==> config.mk <==
export PLATFORM = sky130hd
export DESIGN_NAME = fnd_scan_ctrl_flat
export DESIGN_NICKNAME = d
export VERILOG_FILES = /design/src/rtl/fnd_scan_ctrl_if.sv /design/src/rtl/fnd_scan_ctrl.sv /design/src/flat_wrapper.sv
export SDC_FILE = /design/constraint.sdc
export NUM_CORES = 1
export LEC_CHECK = 0
export ABC_AREA = 1
export BUFFER_PORTS_ARGS = -buffer_cell sky130_fd_sc_hd__buf_2
export CAP_MARGIN = 30
export CORE_MARGIN = 3
export CORE_UTILIZATION = 32
export DETAILED_ROUTE_END_ITERATION = 7
export PLACE_DENSITY = 0.61
export SLEW_MARGIN = 20
export SYNTH_ARGS = -nofsm -noshare
export SYNTH_HDL_FRONTEND = slang
export SYNTH_SLANG_ARGS = --single-unit
==> constraint.sdc <==
create_clock -name clk -period 1.85 [get_ports clk]
set_input_delay 0.37 -clock clk [delete_from_list [all_inputs] [get_ports clk]]
set_output_delay 0.37 -clock clk [all_outputs]
set_load 0.01 [all_outputs]
==> src/rtl/fnd_scan_ctrl_if.sv <==
// Signal bundle between the BCD counter chain (master) and the FND scan controller (slave),
// including the display-side outputs toward the segment decoder and row pins.
interface fnd_scan_ctrl_if;
    logic [31:0] digits;
    logic [7:0]  dp_mask;
    logic        load;
    logic        lz_suppress;
    logic [3:0]  brightness;
    logic        busy;
    logic        frame_done;
    logic [3:0]  bcd_out;
    logic        seg_blank;
    logic        dp_out;
    logic [7:0]  fnd_row;

    modport master (
        output digits, dp_mask, load, lz_suppress, brightness,
        input  busy, frame_done, bcd_out, seg_blank, dp_out, fnd_row
    );

    modport slave (
        input  digits, dp_mask, load, lz_suppress, brightness,
        output busy, frame_done, bcd_out, seg_blank, dp_out, fnd_row
    );
endinterface

==> src/rtl/fnd_scan_ctrl.sv <==
// Eight-digit multiplexed FND scan scheduler: frame-synchronous load, per-slot blanking guard,
// 4-bit PWM brightness and leading-zero suppression, with all display outputs registered.
module fnd_scan_ctrl #(
    parameter int SLOT_CYCLES  = 1024,
    parameter int BLANK_CYCLES = 64
) (
    input  logic           clk,
    input  logic           rst,
    fnd_scan_ctrl_if.slave bus
);
    localparam int            CW         = $clog2(SLOT_CYCLES);
    localparam logic [CW-1:0] SLOT_LAST  = CW'(SLOT_CYCLES - 1);
    localparam logic [CW-1:0] BLANK_LAST = CW'(BLANK_CYCLES - 1);

    typedef enum logic {
        PH_BLANK,
        PH_ON
    } phase_t;

    phase_t        phase;
    phase_t        phase_nxt;
    logic [CW-1:0] slot_cnt;
    logic [2:0]    dig_idx;
    logic          slot_end;
    logic          frame_end;

    logic [31:0]   stage_digits;
    logic [31:0]   shadow_digits;
    logic [7:0]    stage_dp;
    logic [7:0]    shadow_dp;
    logic          pending;

    logic          suppressed;
    logic [3:0]    bcd_nxt;
    logic          seg_blank_nxt;
    logic          dp_nxt;
    logic [7:0]    row_nxt;

    assign slot_end  = (slot_cnt == SLOT_LAST);
    assign frame_end = slot_end && (dig_idx == 3'd7);

    // NOTE: state registers use non-blocking assignments so every flop samples pre-edge values.
    always_ff @(posedge clk) begin
        if (rst) begin
            slot_cnt <= '0;
            dig_idx  <= '0;
        end else if (slot_end) begin
            slot_cnt <= '0;
            dig_idx  <= dig_idx + 3'd1;
        end else begin
            slot_cnt <= slot_cnt + CW'(1);
        end
    end

    // Phase FSM: state register.
    always_ff @(posedge clk) begin
        if (rst) begin
            phase <= PH_BLANK;
        end else begin
            phase <= phase_nxt;
        end
    end

    // NOTE: every always_comb output gets a default first so no path can infer a latch.
    always_comb begin
        phase_nxt = phase;
        case (phase)
            PH_BLANK: if (slot_cnt == BLANK_LAST) phase_nxt = PH_ON;
            PH_ON:    if (slot_end)               phase_nxt = PH_BLANK;
            default:                              phase_nxt = PH_BLANK;
        endcase
    end

    // NOTE: staging/shadow are plain flops, not a RAM, so they can and must reset to a blank display.
    always_ff @(posedge clk) begin
        if (rst) begin
            stage_digits  <= '0;
            stage_dp      <= '0;
            shadow_digits <= '0;
            shadow_dp     <= '0;
            pending       <= 1'b0;
        end else begin
            if (bus.load) begin
                stage_digits <= bus.digits;
                stage_dp     <= bus.dp_mask;
            end
            // A load landing exactly on the boundary skips staging and is shown next frame.
            if (frame_end && bus.load) begin
                shadow_digits <= bus.digits;
                shadow_dp     <= bus.dp_mask;
                pending       <= 1'b0;
            end else if (frame_end && pending) begin
                shadow_digits <= stage_digits;
                shadow_dp     <= stage_dp;
                pending       <= 1'b0;
            end else if (bus.load) begin
                pending <= 1'b1;
            end
        end
    end

    // Phase FSM: output decode, registered below so outputs lag state by one clock.
    always_comb begin
        suppressed    = bus.lz_suppress && (dig_idx != 3'd0) &&
                        ((shadow_digits >> {dig_idx, 2'b00}) == 32'd0);
        bcd_nxt       = shadow_digits[{dig_idx, 2'b00} +: 4];
        seg_blank_nxt = (phase == PH_BLANK) || suppressed;
        dp_nxt        = (phase == PH_ON) && shadow_dp[dig_idx];
        row_nxt       = '0;
        if ((phase == PH_ON) && (slot_cnt[3:0] <= bus.brightness)) begin
            row_nxt = 8'd1 << dig_idx;
        end
    end

    always_ff @(posedge clk) begin
        if (rst) begin
            bus.bcd_out    <= '0;
            bus.seg_blank  <= 1'b1;
            bus.dp_out     <= 1'b0;
            bus.fnd_row    <= '0;
            bus.frame_done <= 1'b0;
        end else begin
            bus.bcd_out    <= bcd_nxt;
            bus.seg_blank  <= seg_blank_nxt;
            bus.dp_out     <= dp_nxt;
            bus.fnd_row    <= row_nxt;
            bus.frame_done <= frame_end;
        end
    end

    assign bus.busy = pending;

endmodule

==> src/flat_wrapper.sv <==
// flat-port wrapper written by rule: the top's interface ports become plain ports
module fnd_scan_ctrl_flat 
#(
    parameter int SLOT_CYCLES  = 1024,
    parameter int BLANK_CYCLES = 64
)
  (clk, rst, bus_digits, bus_dp_mask, bus_load, bus_lz_suppress, bus_brightness, bus_busy, bus_frame_done, bus_bcd_out, bus_seg_blank, bus_dp_out, bus_fnd_row);
  fnd_scan_ctrl_if bus_i ();
  input  logic clk;
  input  logic rst;
  input wire logic [$bits(bus_i.digits)-1:0] bus_digits;
  input wire logic [$bits(bus_i.dp_mask)-1:0] bus_dp_mask;
  input wire logic [$bits(bus_i.load)-1:0] bus_load;
  input wire logic [$bits(bus_i.lz_suppress)-1:0] bus_lz_suppress;
  input wire logic [$bits(bus_i.brightness)-1:0] bus_brightness;
  output wire logic [$bits(bus_i.busy)-1:0] bus_busy;
  output wire logic [$bits(bus_i.frame_done)-1:0] bus_frame_done;
  output wire logic [$bits(bus_i.bcd_out)-1:0] bus_bcd_out;
  output wire logic [$bits(bus_i.seg_blank)-1:0] bus_seg_blank;
  output wire logic [$bits(bus_i.dp_out)-1:0] bus_dp_out;
  output wire logic [$bits(bus_i.fnd_row)-1:0] bus_fnd_row;
  assign bus_i.digits = bus_digits;
  assign bus_i.dp_mask = bus_dp_mask;
  assign bus_i.load = bus_load;
  assign bus_i.lz_suppress = bus_lz_suppress;
  assign bus_i.brightness = bus_brightness;
  assign bus_busy = bus_i.busy;
  assign bus_frame_done = bus_i.frame_done;
  assign bus_bcd_out = bus_i.bcd_out;
  assign bus_seg_blank = bus_i.seg_blank;
  assign bus_dp_out = bus_i.dp_out;
  assign bus_fnd_row = bus_i.fnd_row;
  fnd_scan_ctrl #(.SLOT_CYCLES(SLOT_CYCLES), .BLANK_CYCLES(BLANK_CYCLES)) u_core (.clk(clk), .rst(rst), .bus(bus_i));
endmodule
==> results of run 1 <==
-- cell usage in the layout (no fill, tap or decap), types with 7 or more instances in the layout --
master,count
sky130_fd_sc_hd__ha_1,9
sky130_fd_sc_hd__dfxtp_1,107
sky130_fd_sc_hd__nand2_1,218
sky130_fd_sc_hd__or2_2,11
sky130_fd_sc_hd__nand3_1,40
sky130_fd_sc_hd__o21ai_0,54
sky130_fd_sc_hd__a21oi_1,58
sky130_fd_sc_hd__o21ai_1,7
sky130_fd_sc_hd__a21oi_2,11
sky130_fd_sc_hd__nor2_1,92
sky130_fd_sc_hd__buf_2,63
sky130_fd_sc_hd__inv_1,84
sky130_fd_sc_hd__buf_4,15
sky130_fd_sc_hd__clkbuf_16,10
-- what timing repair did --
action | in CTS | in global routing
setup endpoints to repair | 0 | 47
setup buffers | 0 | 0
resized for setup | 0 | 19
-- state kept, by name, indices dropped and copies added, names as in the netlist, 3 cells and up --
name                  flops
u_core.slot_cnt          10
u_core.stage_dp           8
u_core.dig_idx            3
u_core.stage_digits      32
u_core.shadow_dp          8
u_core.bus.bcd_out        4
u_core.shadow_digits     32
u_core.bus.fnd_row        8
-- area by class of cell --
type	instances	area share, %
inverters	85	5.26
clock buffers	10	3.91
well taps	211	4.32
repair buffers	84	8.67
multi-input cells	522	40.0
flip-flops and latches	110	36.1
clock inverters	5	1.74
-- worst max-delay path, delay by kind of cell (launching register included) --
| family | cells | cell delay [ns] |
|---|---|---|
| DFF | 1 | 0.36 |
| adders and majority gates | 1 | 0.16 |
| buffers and inverters | 1 | 0.23 |
| and+or+nand+nor | 6 | 0.74 |
| AOI/OAI and AO/OA | 1 | 0.15 |
-- power groups by stage --
| stage | sequential [W] | combinational (W) | clock, W |
|---|---|---|---|
| after floorplan | 0.00249 | 0.000212 | 0 |
| final | 0.00244 | 0.000322 | 0.00223 |
| after global routing | 0.00245 | 0.000373 | 0.00237 |
| after global placement | 0.00249 | 0.000318 | 0 |
| after detailed placement | 0.00250 | 0.000320 | 0 |
| after CTS | 0.00244 | 0.000322 | 0.00227 |
-- through the flow --
step | std cells | utilization, % | hold WS, ns | power, W | area [um^2]
CTS | 1026 | 39.1 | 0.278 | 0.00504 | 6050
floorplan | 755 | - | 0.430 | 0.00271 | 5170
global route | 1027 | 39.5 | 0.299 | 0.00519 | 6120
detailed placement | 1011 | 36.9 | 0.446 | 0.00282 | 5710
finish | 1027 | 39.5 | 0.290 | 0.00499 | 6120
global placement | 1011 | 36.9 | 0.439 | 0.00281 | 5710
-- worst max-delay path by stage --
| stage | endpoint | depth (start not counted) |
|---|---|---|
| after floorplan | u_core.shadow_digits[0]$_SDFFE_PP0P_ | 10 |
| after global placement | u_core.shadow_digits[31]$_SDFFE_PP0P_ | 10 |
| after detailed placement | u_core.shadow_dp[4]$_SDFFE_PP0P_ | 10 |
| after CTS | u_core.shadow_dp[4]$_SDFFE_PP0P_ | 10 |
| after global routing | u_core.shadow_digits[8]$_SDFFE_PP0P_ | 10 |
| final | u_core.shadow_digits[6]$_SDFFE_PP0P_ | 9 |
-- per-layer routing --
metal	global-route usage, %	vias to the layer above
li1	-	2475
met1	19.3	2017
met2	20.2	77
met3	2.74	11
met4	4.73	0
met5	0	-
-- logic make-up (layout without fill, tap and decap cells) --
kind of cell | count (synthesis) | in the layout | synth area share (%)
AOI/OAI and AO/OA | 136 | 136 | 14.3
xor gates and xnor gates | 4 | 4 | 0.678
adders and majority gates | 10 | 10 | 2.42
buffers and inverters | 123 | 184 | 10.3
DFF | 110 | 110 | 42.6
muxes | 1 | 1 | 0.194
and+or+nand+nor | 371 | 371 | 29.5
==> reports/qor.log, run 1 <==
qor: grt.remaining_global_route_overflow 0
qor: sta.rsz_0062_raised_after_global_routing true
qor: routing.routed-via-count 4580
qor: worst_setup_path.critical_path.slowest_cell sky130_fd_sc_hd__dfxtp_2
qor: worst_setup_path.path_class register to register
qor: final_layout.finish.net_count 870
qor: routing.drt_iter0_drc 272
qor: die.fp.dieH 133 um
qor: routing.detail_route.wirelength 12100 um
qor: yosys.synth_ff_type sky130_fd_sc_hd__dfxtp_1
qor: worst_setup_path.worst_ep_arrival_time 1.99 ns
qor: routing.drt_first_pass_iters 6
qor: worst_setup_path.setup.worst_path.start u_core.slot_cnt[0]$_SDFF_PP0_
qor: yosys.synth_sequential_area_ratio 42.6%
qor: yosys.post-synth-top-count-cell sky130_fd_sc_hd__nand2_1
qor: pwr.p_sw_share 21.7%
qor: status.outcome finished clean
qor: worst_setup_path.critical_path_endpoint_category register
qor: clocking.clock-root-buffer sky130_fd_sc_hd__clkbuf_16
qor: placement.dp_hpwl 8600 um
qor: die.die-area 17700 um^2
qor: worst_setup_path.cp_data_required_time 2.10 ns
qor: pwr.power.density_cell_area 816 nW/um^2
qor: final_layout.layout.area.seq 2210 um^2
qor: sta.finalSetupTns 0 ns
qor: die.die_width 133 um
qor: final_layout.n_antenna_cell 0
qor: die.placementRows 45
qor: die.core_ar 15500 um^2
qor: sta.min_period_over_period 94.2%
qor: placement.gp_congestion 0.860
qor: grt.wire_length_of_the_first_global_routing_pass 19800 um
qor: yosys.synth_largest_area_cell sky130_fd_sc_hd__dfxtp_1
qor: die.num_io_pins 64
qor: worst_hold_path.worstHoldPathCells 3
qor: final_layout.fillerInstances 1672
qor: grt.grt_pass1_vias 4121
qor: clocking.clock_path_buffers 2
qor: worst_hold_path.hold-path-endpoint u_core.stage_digits[10]$_SDFFE_PP0P_
qor: sta.worst_clock_skew 0.00731 ns
qor: sta.final-hold-violation-count 0
qor: pwr.seq_power_share 48.9%
qor: placement.portBuffers 63
qor: grt.initial_antenna_violation_count 0
qor: yosys.synthesis.instances 755
qor: sta.post-route-min-period 1.74 ns
qor: pwr.pwr-share-comb 6.4%
qor: worst_setup_path.max_stage_delay 0.36 ns
qor: routing.viasPerCell 4.46
qor: placement.placement.setup.worst_slack 0.0256 ns
qor: worst_setup_path.rr_endpoint u_core.shadow_digits[6]$_SDFFE_PP0P_
qor: yosys.post_synth_main_area_contributors sky130_fd_sc_hd__dfxtp_1 (43%), sky130_fd_sc_hd__nand2_1 (16%), sky130_fd_sc_hd__nor2_1 (6.7%)
qor: yosys.synth-warning-count 0
qor: yosys.synth_area 5170 um^2
qor: sta.maxSlewHeadroom 75.5%
qor: final_layout.flow.area_growth_from_synthesis 18.4%
qor: worst_setup_path.reg2reg_setup_slack 0.11 ns
qor: routing.post_drt_wl_per_cell 11.8 um
qor: worst_setup_path.critical-path-top-cell-by-count sky130_fd_sc_hd__nand3_2
qor: clocking.clock_latency_on_the_worst_skew_pair 0.35 ns
qor: yosys.async_reset_ff_share 0%
qor: clocking.tritoncts_clock_tree built
qor: yosys.synth_common_cells sky130_fd_sc_hd__nand2_1 (218), sky130_fd_sc_hd__dfxtp_1 (110), sky130_fd_sc_hd__nor2_1 (92)
qor: sta.finalSetupViolCount 0
qor: routing.wl_met3 418 um
qor: worst_setup_path.worstReg2RegStart u_core.slot_cnt[0]$_SDFF_PP0_
qor: clocking.hold_buffers 0
qor: pwr.power.net_switching 0.00108 W
qor: sta.achievable-frequency 574 MHz
qor: worst_hold_path.timing.hold.worst.class primary input to register
qor: clocking.numClockSinks 110
qor: final_layout.share_of_post_route_cells_with_drive_strength_above_1 16.5%
qor: yosys.yosys_register_bits 110
qor: clocking.ctsHtreeMaxLevel 3
qor: clocking.tritoncts.num_buffers 9
qor: yosys.synth_enable_flop_cells 0
qor: pwr.clockPowerShare 44.6%
qor: routing.routed-wl-met2 5300 um
qor: yosys.yosys.area.top_type_share 42.6%
qor: yosys.synth.lib_cells_used.distinct 31
qor: final_layout.multi_input_comb_area 2450 um^2
qor: sta.report.final.slew_viol_count 0
qor: worst_setup_path.cp_cell_sequence ha_4 -> nand3_2 -> nor2_2 -> nand3_2 -> nor2_4 -> nand3b_4 -> buf_4 -> o21ai_0 -> nor2_1
qor: routing.remaining_antenna_violation_count_after_routing 0
qor: grt.grt_start_max_net_pins 34
qor: sta.final.setup.worst_slack 0.108 ns
qor: flow_run.max-cap-violations 0
qor: routing.post-route-drc-count 0
qor: yosys.synth.net_count 813
qor: routing.dr.max_layer_used met4
qor: routing.drt-met1-wl 6180 um
qor: pwr.vdd.ir_drop.worst 415 uV
qor: yosys.syn_area_per_cell 6.84 um^2
qor: clocking.cts.reportedPaths.clkPinSlew 0.07 ns
qor: worst_setup_path.r2r_cells 9
qor: pwr.leakagePower 3.04 nW
qor: worst_setup_path.worst_setup_path_start_kind register
qor: grt.grt.total_usage 13.5%
qor: pwr.power_report.internal_total 0.00391 W
qor: sta.worst_pin_slew 0.366 ns
qor: worst_setup_path.max_fanout_on_critical_path 12
qor: worst_hold_path.hold_start bus_digits[10]
qor: die.initial_core_util 33.4%
Note: power is estimated with default switching activity, not from simulation.
==> run 2: changes to the inputs <==
Settings changed: RECOVER_POWER from default to 50.
==> run 2 against run 1 <==
Register-to-register slack about the same. Non-clock buffer count unchanged. Critical path depth unchanged. Combinational power about the same. Sequential share of layout area increased by 0.16 points. Critical path type unchanged.
==> reports/qor.log, run 2 (synthesis results as in run 1) <==
qor: clocking.hold_buffers 0 [unchanged]
qor: final_layout.finish.net_count 870 [unchanged]
qor: final_layout.fillerInstances 1682 [was 1672]
qor: status.outcome finished clean [unchanged]
qor: grt.wire_length_of_the_first_global_routing_pass 19800 um [unchanged]
qor: final_layout.share_of_post_route_cells_with_drive_strength_above_1 14.5% [was 16.5%]
qor: final_layout.flow.area_growth_from_synthesis 17.9% [was 18.4%]
qor: die.num_io_pins 64 [unchanged]
qor: routing.drt_first_pass_iters 6 [unchanged]
qor: sta.final-hold-violation-count 0 [unchanged]
qor: die.die-area 17700 um^2 [unchanged]
qor: final_layout.layout.area.seq 2210 um^2 [unchanged]
qor: worst_setup_path.max_stage_delay 0.36 ns [about the same]
qor: worst_setup_path.worst_ep_arrival_time 1.99 ns [about the same]
qor: clocking.tritoncts.num_buffers 9 [unchanged]
qor: sta.achievable-frequency 573 MHz [was 574 MHz]
qor: placement.dp_hpwl 8600 um [unchanged]
qor: final_layout.layout_common_cells sky130_fd_sc_hd__nand2_1 (218), sky130_fd_sc_hd__dfxtp_1 (107), sky130_fd_sc_hd__nor2_1 (92), sky130_fd_sc_hd__inv_1 (84), sky130_fd_sc_hd__a21oi_1 (58) [was sky130_fd_sc_hd__nand2_1 (218), sky130_fd_sc_hd__dfxtp_1 (107), sky130_fd_sc_hd__nor2_1 (92), sky130_fd_sc_hd__inv_1 (84), sky130_fd_sc_hd__buf_2 (63)]
qor: worst_setup_path.path_depth 9 [unchanged]
qor: die.core_ar 15500 um^2 [unchanged]
qor: placement.detailed_place.area 5710 um^2 [unchanged]
qor: clocking.clock-root-buffer sky130_fd_sc_hd__clkbuf_16 [unchanged]
qor: routing.drt_iter0_drc 271 [was 272]
qor: clocking.clock_path_buffers 2 [unchanged]
qor: clocking.ctsHtreeMaxLevel 3 [unchanged]
qor: routing.routed-via-count 4569 [was 4580]
qor: worst_setup_path.r2r_cells 9 [unchanged]
qor: worst_hold_path.worstHoldPathCells 3 [unchanged]
qor: clocking.tritoncts_clock_tree built [unchanged]
qor: routing.post-route-drc-count 0 [unchanged]
qor: worst_hold_path.timing.hold.worst.class primary input to register [unchanged]
qor: final_layout.final_common_cell sky130_fd_sc_hd__nand2_1 [unchanged]
qor: worst_setup_path.path_class register to register [unchanged]
qor: worst_setup_path.critical_path_endpoint_category register [unchanged]
qor: sta.rsz_0062_raised_after_global_routing true [unchanged]
qor: grt.grt.total_usage 13.5% [unchanged]
qor: die.fp.dieH 133 um [unchanged]
qor: clocking.clock_latency_on_the_worst_skew_pair 0.35 ns [about the same]
qor: grt.remaining_global_route_overflow 0 [unchanged]
qor: die.initial_core_util 33.4% [unchanged]
qor: sta.post-route-min-period 1.75 ns [was 1.74 ns]
qor: worst_setup_path.worst_setup_path_start_kind register [unchanged]
qor: final_layout.n_antenna_cell 0 [unchanged]
qor: clocking.cts.reportedPaths.clkPinSlew 0.07 ns [about the same]
qor: final_layout.multi_input_comb_area 2450 um^2 [unchanged]
qor: grt.grt_pass1_vias 4121 [unchanged]
qor: sta.maxSlewHeadroom 60.7% [was 75.5%]
qor: die.die_width 133 um [unchanged]
qor: flow_run.max-cap-violations 0 [unchanged]
qor: placement.portBuffers 63 [unchanged]
qor: sta.report.final.slew_viol_count 0 [unchanged]
qor: worst_setup_path.critical_path.slowest_cell sky130_fd_sc_hd__dfxtp_2 [unchanged]
qor: routing.post_drt_wl_per_cell 11.8 um [about the same]
qor: worst_setup_path.cp_num_buf_inv 1 [unchanged]
qor: die.placementRows 45 [unchanged]
qor: worst_setup_path.critical-path-top-cell-by-count sky130_fd_sc_hd__nand3_2 [unchanged]
qor: final_layout.fin_area 6090 um^2 [was 6120 um^2]
qor: routing.viasPerCell 4.45 [was 4.46]
qor: sta.worst_clock_skew 0.00729 ns [was 0.00731 ns]
qor: worst_setup_path.cp_cell_sequence ha_4 -> nand3_2 -> nor2_2 -> nand3_2 -> nor2_4 -> nand3b_4 -> buf_4 -> o21ai_0 -> nor2_1 [unchanged]
qor: routing.remaining_antenna_violation_count_after_routing 0 [unchanged]
qor: grt.grt_start_max_net_pins 34 [unchanged]
qor: sta.finalSetupViolCount 0 [unchanged]
qor: sta.worst_pin_slew 0.590 ns [was 0.366 ns]
qor: final_layout.final_core_occ 39.3% [was 39.5%]
qor: grt.initial_antenna_violation_count 0 [unchanged]
qor: placement.gp_congestion 0.860 [unchanged]
qor: worst_setup_path.largest_delay_share_family_worst_path simple AND/OR/NAND/NOR gates [unchanged]
qor: final_layout.top_regs u_core.shadow_digits x32, u_core.stage_digits x32, u_core.slot_cnt x10 [unchanged]
qor: routing.detail_route.wirelength 12100 um [about the same]
qor: worst_setup_path.max_fanout_on_critical_path 12 [unchanged]
qor: sta.worst_hold_slack 0.287 ns [was 0.290 ns]
qor: pwr.vdd.ir_drop.worst 419 uV [was 415 uV]
qor: pwr.leakagePower 2.97 nW [was 3.04 nW]
qor: worst_setup_path.cp_data_required_time 2.10 ns [about the same]
qor: clocking.numClockSinks 110 [unchanged]
qor: pwr.power.density_cell_area 820 nW/um^2 [was 816 nW/um^2]
qor: sta.min_period_over_period 94.4% [was 94.2%]
==> run 2: cell count changes in the layout (fill, tap and decap cells not counted), sizes merged <==
cell,previous run,this run
buf,83,64
clkbuf,11,30
==> run 2: path summary, 6_finish.rpt <==
kind / startpoint / end / slack, ns
max: u_core.slot_cnt[0]$_SDFF_PP0_ / u_core.shadow_digits[6]$_SDFFE_PP0P_ / 0.10
max reg2reg: u_core.slot_cnt[0]$_SDFF_PP0_ / u_core.shadow_digits[6]$_SDFFE_PP0P_ / 0.10
min: bus_digits[10] / u_core.stage_digits[10]$_SDFFE_PP0P_ / 0.29
min reg2reg: u_core.stage_digits[19]$_SDFFE_PP0P_ / u_core.stage_digits[19]$_SDFFE_PP0P_ / 0.45
==> run 2: routing by layer <==
| layer | vias to the layer above | routed length, um | track usage [%] |
|---|---|---|---|
| met4 | 0 | 182 | 4.73 |
| met5 | - | 0 | 0 |
| met1 | 2001 | 6220 | 19.3 |
| li1 | 2474 | - | - |
| met2 | 83 | 5320 | 20.2 |
| met3 | 11 | 419 | 2.74 |
==> run 2: area by class of cell <==
class | count | area share [%]
Timing Repair Buffer | 84 | 8.28
Clock buffer | 10 | 3.92
Clock inverter | 5 | 1.75
Tap cell | 211 | 4.33
Inverter | 85 | 5.28
Multi-Input combinational cell | 522 | 40.2
Sequential cell | 110 | 36.2
==> run 2: tightest hold or removal path, stage by stage <==
cell and delay, ns:
sky130_fd_sc_hd__buf_2 0.09, sky130_fd_sc_hd__nand2_1 0.07, sky130_fd_sc_hd__a21oi_1 0.06
==> run 2: through the flow <==
stage          power (W)  cells  setup slack (ns)  TNS [ns]
2_1_floorplan    0.00271    755             0.182         0
3_3_place_gp     0.00281   1011            0.0862         0
3_5_place_dp     0.00282   1011            0.0256         0
4_1_cts          0.00504   1026            0.0117         0
5_1_grt          0.00519   1027           -0.0171   -0.0340
6_report         0.00499   1027             0.104         0
==> run 2: power by group <==
group / leakage [nW] / internal (W) / switching [W]
Clock: 0.165 / 0.00136 / 0.000872
Combinational: 1.91 / 0.000127 / 0.000192
Sequential: 0.896 / 0.00242 / 0.0000194
Total: 2.97 / 0.00391 / 0.00108
==> run 2: repair_timing <==
| action | 4_1_cts | 5_1_grt |
|---|---|---|
| resized for setup | 0 | 19 |
| endpoints found under the setup margin | 0 | 47 |
| buffers inserted | 0 | 0 |
